$ cat src/rtl/mult_arbiter.sv
// Round-robin front end sharing one external multiplier between NREQ clients.
// Optional MULT_ARB_STATS_EN adds the issue_cnt accept counter.
module mult_arbiter #(
    parameter int WIDTH    = 8,
    parameter int NREQ     = 4,
    parameter int MULT_LAT = 0,
    parameter int IDW      = $clog2(NREQ)
) (
    input  logic                  clk,
    input  logic                  clr_n,
    input  logic                  issue_en,
    input  logic [NREQ-1:0]       req_valid,
    input  logic [NREQ*WIDTH-1:0] req_a,
    input  logic [NREQ*WIDTH-1:0] req_b,
    output logic [NREQ-1:0]       req_ready,
    output logic [WIDTH-1:0]      m_a,
    output logic [WIDTH-1:0]      m_b,
    input  logic [2*WIDTH-1:0]    m_result,
    output logic                  rsp_valid,
    output logic [IDW-1:0]        rsp_id,
    output logic [2*WIDTH-1:0]    rsp_result
`ifdef MULT_ARB_STATS_EN
    ,
    output logic [15:0]           issue_cnt
`endif
);

    logic [IDW-1:0]     r_ptr;
    logic [NREQ-1:0]    w_grant;
    logic [IDW-1:0]     w_gid;
    logic               w_fire;
    logic [IDW-1:0]     w_ptr_nxt;
    logic [WIDTH-1:0]   w_a;
    logic [WIDTH-1:0]   w_b;

    logic [WIDTH-1:0]   r_m_a;
    logic [WIDTH-1:0]   r_m_b;
    logic [MULT_LAT:0]  r_tag_v;
    logic [IDW-1:0]     r_tag_id [MULT_LAT+1];
    logic               r_rsp_valid;
    logic [IDW-1:0]     r_rsp_id;
    logic [2*WIDTH-1:0] r_rsp_result;

    // First valid requester at or above the pointer wins, wrapping to 0.
    always_comb begin : p_arb
        int idx;
        idx     = 0;
        w_grant = '0;
        w_gid   = '0;
        w_fire  = 1'b0;
        if (clr_n && issue_en) begin
            for (int k = 0; k < NREQ; k++) begin
                idx = int'(r_ptr) + k;
                if (idx >= NREQ) idx = idx - NREQ;
                if (!w_fire && req_valid[idx]) begin
                    w_fire       = 1'b1;
                    w_gid        = IDW'(idx);
                    w_grant[idx] = 1'b1;
                end
            end
        end
    end

    assign req_ready = w_grant;
    assign w_a       = req_a[w_gid*WIDTH +: WIDTH];
    assign w_b       = req_b[w_gid*WIDTH +: WIDTH];
    assign w_ptr_nxt = (w_gid == IDW'(NREQ-1)) ? '0 : w_gid + 1'b1;

    always_ff @(posedge clk or negedge clr_n) begin
        if (!clr_n) begin
            r_ptr <= '0;
            r_m_a <= '0;
            r_m_b <= '0;
        end else if (w_fire) begin
            r_ptr <= w_ptr_nxt;
            r_m_a <= w_a;
            r_m_b <= w_b;
        end
    end

    // Tag stages track the multiplier depth so ids line up with products.
    always_ff @(posedge clk or negedge clr_n) begin
        if (!clr_n) begin
            r_tag_v <= '0;
            for (int s = 0; s <= MULT_LAT; s++) r_tag_id[s] <= '0;
        end else begin
            r_tag_v[0] <= w_fire;
            if (w_fire) r_tag_id[0] <= w_gid;
            for (int s = 1; s <= MULT_LAT; s++) begin
                r_tag_v[s]  <= r_tag_v[s-1];
                r_tag_id[s] <= r_tag_id[s-1];
            end
        end
    end

    always_ff @(posedge clk or negedge clr_n) begin
        if (!clr_n) begin
            r_rsp_valid  <= 1'b0;
            r_rsp_id     <= '0;
            r_rsp_result <= '0;
        end else if (r_tag_v[MULT_LAT]) begin
            r_rsp_valid  <= 1'b1;
            r_rsp_id     <= r_tag_id[MULT_LAT];
            r_rsp_result <= m_result;
        end else begin
            r_rsp_valid  <= 1'b0;
        end
    end

    assign m_a        = r_m_a;
    assign m_b        = r_m_b;
    assign rsp_valid  = r_rsp_valid;
    assign rsp_id     = r_rsp_id;
    assign rsp_result = r_rsp_result;

`ifdef MULT_ARB_STATS_EN
    logic [15:0] r_issue_cnt;

    always_ff @(posedge clk or negedge clr_n) begin
        if (!clr_n) r_issue_cnt <= '0;
        else if (w_fire) r_issue_cnt <= r_issue_cnt + 16'd1;
    end

    assign issue_cnt = r_issue_cnt;
`endif

endmodule

$ cat config.mk
export PLATFORM = sky130hd
export DESIGN_NAME = mult_arbiter
export DESIGN_NICKNAME = d
export VERILOG_FILES = /design/src/rtl/mult_arbiter.sv
export SDC_FILE = /design/constraint.sdc
export NUM_CORES = 1
export LEC_CHECK = 0
export CORE_ASPECT_RATIO = 0.6
export CORE_MARGIN = 2
export CORE_UTILIZATION = 44
export CTS_BUF_LIST = sky130_fd_sc_hd__clkbuf_2 sky130_fd_sc_hd__clkbuf_4 sky130_fd_sc_hd__clkbuf_8
export DETAILED_ROUTE_END_ITERATION = 12
export MAX_ROUTING_LAYER = met4
export PLACE_DENSITY = 0.89
export SLEW_MARGIN = 10
export SYNTH_ARGS = -nofsm -noshare
export SYNTH_HDL_FRONTEND = slang
export SYNTH_SLANG_ARGS = --single-unit
$ cat constraint.sdc
create_clock -name clk -period 6.1 [get_ports clk]
set_input_delay 0.61 -clock clk [delete_from_list [all_inputs] [get_ports clk]]
set_output_delay 0.61 -clock clk [all_outputs]
set_load 0.02 [all_outputs]
==> summary.txt <==
Final layout
  • Design Area, Final: 0.00373 mm²
  • Most common cell after layout, fill and taps aside: clkdlybuf4s50_1
  • NumNets Final: just over 400
  • Layout cells sized above 1: 0.151
  • Antenna cells: 0
  • Fillcell total: roughly 370
  • Most frequent cells in the layout: 124 x clkdlybuf4s50_1, 40 x mux2i_1, 40 x dfrtp_1, 19 x nor2_1, 18 x mux2_2
  • Area grow syn2layout: 58.1%

Synth
  • FF+latch count, synth: 40
  • Seq/Total Area, Yosys: 0.424
  • Gate Count Post-Synth: 193
  • Synth warnings: 0
  • Yosys top cell area share: 0.424
  • Syn Nets: 284
  • Cell variety after synth: 36
  • Top cells by area, synth: dfrtp_1 42%, mux2i_1 17%, mux2_2 8.6%
  • Top cell type by total area after synthesis: dfrtp_1
  • Syn avg cell area: roughly 12 µm²
  • Synth Cell Area: around 0.0024 mm²

Floorplanning
  • Die ar.: 0.00598 mm²
  • Height of the die: approximately 61 µm
  • Ports: 126
  • Core area: 0.00510 mm²
  • Starting density of the core: 0.462
  • Row count: 20
  • Die width: roughly 100 µm

Global routing
  • Initial antenna violation count: 0
  • Number of global-route vias before repair: ~2,100
  • Largest net degree at the start of global routing: 42
  • First-pass GRT wire length: approximately 11,000 µm
  • GR Util All Layers: 0.235
  • Overflow after GRT: 0

Timing
  • Max Clock Skew: 0.00515 ns
  • Min Tclk post-route: just over 4 ns
  • Setup TNS: 0 ns
  • RSZ-0062 raised after global routing: false
  • Slew HR: 0.225
  • Fin. max-slew vios: 0
  • Hold Violations, Final: 0
  • Worst Tran Pin Value: 1.16 ns
  • Final worst-path cycle share: 0.669
  • Final-report setup violation count: 0
  • FMAX: ~0.25 GHz

Routing
  • # DRC: 0
  • Drt pass-1 iters: 4
  • Initial DRC count: a little under 70
  • Routed wire length: 6580 µm
  • Final ANT Viol Nets: 0
  • Via count: 2,060
  • DR WL/cell: 17.2 µm
  • Drt via density: between 5 and 6

Critical path
  • Crit-path cells: inv_1 > ha_1 > mux4_2 > nor2b_4 > a22o_1 > mux2i_1 > a21oi_1 > clkdlybuf4s50_1
  • Slowest stage cell, crit path: clkdlybuf4s50_1
  • Crit path kind: reg -> out
  • CP max FO: 13
  • Crit path DAT: 3.47 ns
  • Crit. Startpoint: r_ptr[0]$_DFFE_PN0P_
  • Max stage delay on crit path: between 0.6 and 0.7 ns
  • R2r startpoint: r_ptr[0]$_DFFE_PN0P_
  • Nature of the critical path startpoint: register
  • R2R cell count: 9
  • WP data required: 5.49 ns
  • Reg-to-reg slack, setup: 2.57 ns
  • CP Capture Type: output port

Power
  • Pleak: between 1.5 and 2 nW
  • PwrDens: 385 mW/mm²
  • Worst vdd ir: 0.231 mV

Clock tree
  • Postcts setup bufs: 0
  • Clock Tree Buf Depth: 2
  • CTS Hold Bufs: 0
  • CTS sink count: 40
  • PostCTS Resize Cnt: 0
  • TritonCTS clock tree: yes
  • Worst-path clk slew: about 0.080 ns
  • H-tree levels: 2
  • Root Buffer: clkbuf_8
  • Worst-Skew Late Latency: 0.29 ns
  • Total CTS buffers: 5

Place
  • DP Wirelength: approximately 5000 µm
  • Cell Area, Placed: approximately 0.0036 mm²
  • Port buffer count: between 100 and 150
  • GPL Wtd Cong: ~0.86

Min path
  • Hold Crit Class: in -> async

Job
  • Max Cap Viol: 0

Outcome
  • Status: finished, final reports clean
==> cells by family after synthesis <==
logic type / Yosys count / share of synthesized area
muxes: 61 / 0.282
DFF: 40 / 0.424
AOI/OAI and AO/OA: 38 / 0.156
and+or+nand+nor: 34 / 0.0657
buffers and inverters: 16 / 0.0504
adders and majority gates: 4 / 0.0212
==> state kept, by name, indices dropped and copies added (netlist names) <==
signal,flops
r_tag_id,2
m_b,8
r_ptr,2
m_a,8
r_tag_v,1
rsp_valid,1
rsp_id,2
rsp_result,16
==> through the flow <==
| stage | total power [mW] | hold slack [ns] | util | setup slack, ns | cells |
|---|---|---|---|---|---|
| finish | 1.44 | 0.359 | 0.731 | 2.02 | 383 |
| global route | 1.53 | 0.402 | 0.731 | 1.78 | 383 |
| CTS | 1.45 | 0.382 | 0.731 | 2.00 | 383 |
| detailed placement | 1.23 | 0.460 | 0.709 | 2.34 | 375 |
| global placement | 1.20 | 0.457 | 0.709 | 2.45 | 375 |
| floorplan | 0.929 | 0.314 | - | 3.14 | 193 |
==> worst paths after layout <==
check | to
max reg2reg | m_a[7]$_DFFE_PN0P_
max in group asynchronous | m_a[7]$_DFFE_PN0P_
min in group clk | r_tag_id[1]$_DFFE_PN0P_
max | req_ready[0]
min | rsp_result[10]$_DFFE_PN0P_
min reg2reg | r_tag_id[1]$_DFFE_PN0P_
==> routing by layer <==
metal  up-vias  global-route usage  wire [µm]  part of all wire
met3         5              0.0726        591             0.090
met4         0              0.0509         39            0.0059
li1        978                   -          -                 -
met2        91               0.351       2910              0.44
met5         -                   -          0                 0
met1       986               0.320       3040              0.46
==> Yosys cell counts, drive strengths merged <==
cell type and n:
o22ai 1, inv 4, a221oi 16, a22oi 1, a21o 2, or2b 1
or3b 1, nand3b 1, o21ai 1, dfrtp 40, nand2 7, mux2 18
a21oi 8, buf 8, nor2 20, ha 4, o311ai 1, nand3 1
o32ai 1, clkbuf 3, a22o 4, nor3 1, a21boi 2, clkinv 1
mux2i 41, mux4 2, nor2b 2, o31ai 1
==> layout make-up <==
cell class | count | area [µm²] | share of cell area
clock inverter | 2 | 35.0 | 0.00939
inverter | 5 | 18.8 | 0.00503
sequential | 40 | 1000 | 0.268
timing repair buffer | 127 | 1260 | 0.338
clock buffer | 6 | 76.3 | 0.0205
multi-input combinational | 137 | 1250 | 0.336
tap | 66 | 82.6 | 0.0221
==> critical path, delay by kind of cell, from the launching register on <==
| family | cells | cell delay, ns |
|---|---|---|
| AO/OA/AOI/OAI | 2 | 0.33 |
| AND/OR/NAND/NOR | 1 | 0.21 |
| multiplexers | 2 | 0.68 |
| adder cells (fa/ha/maj) | 1 | 0.47 |
| buffers and inverters | 2 | 0.86 |
| flip-flops | 1 | 0.61 |
==> where the power goes <==
| group | switching (mW) | total (mW) | internal, mW |
|---|---|---|---|
| Combinational | 0.392 | 0.793 | 0.402 |
| Clock | 0.0910 | 0.217 | 0.126 |
| Sequential | 0.0690 | 0.425 | 0.356 |
Power figures use the tool's default switching activity.
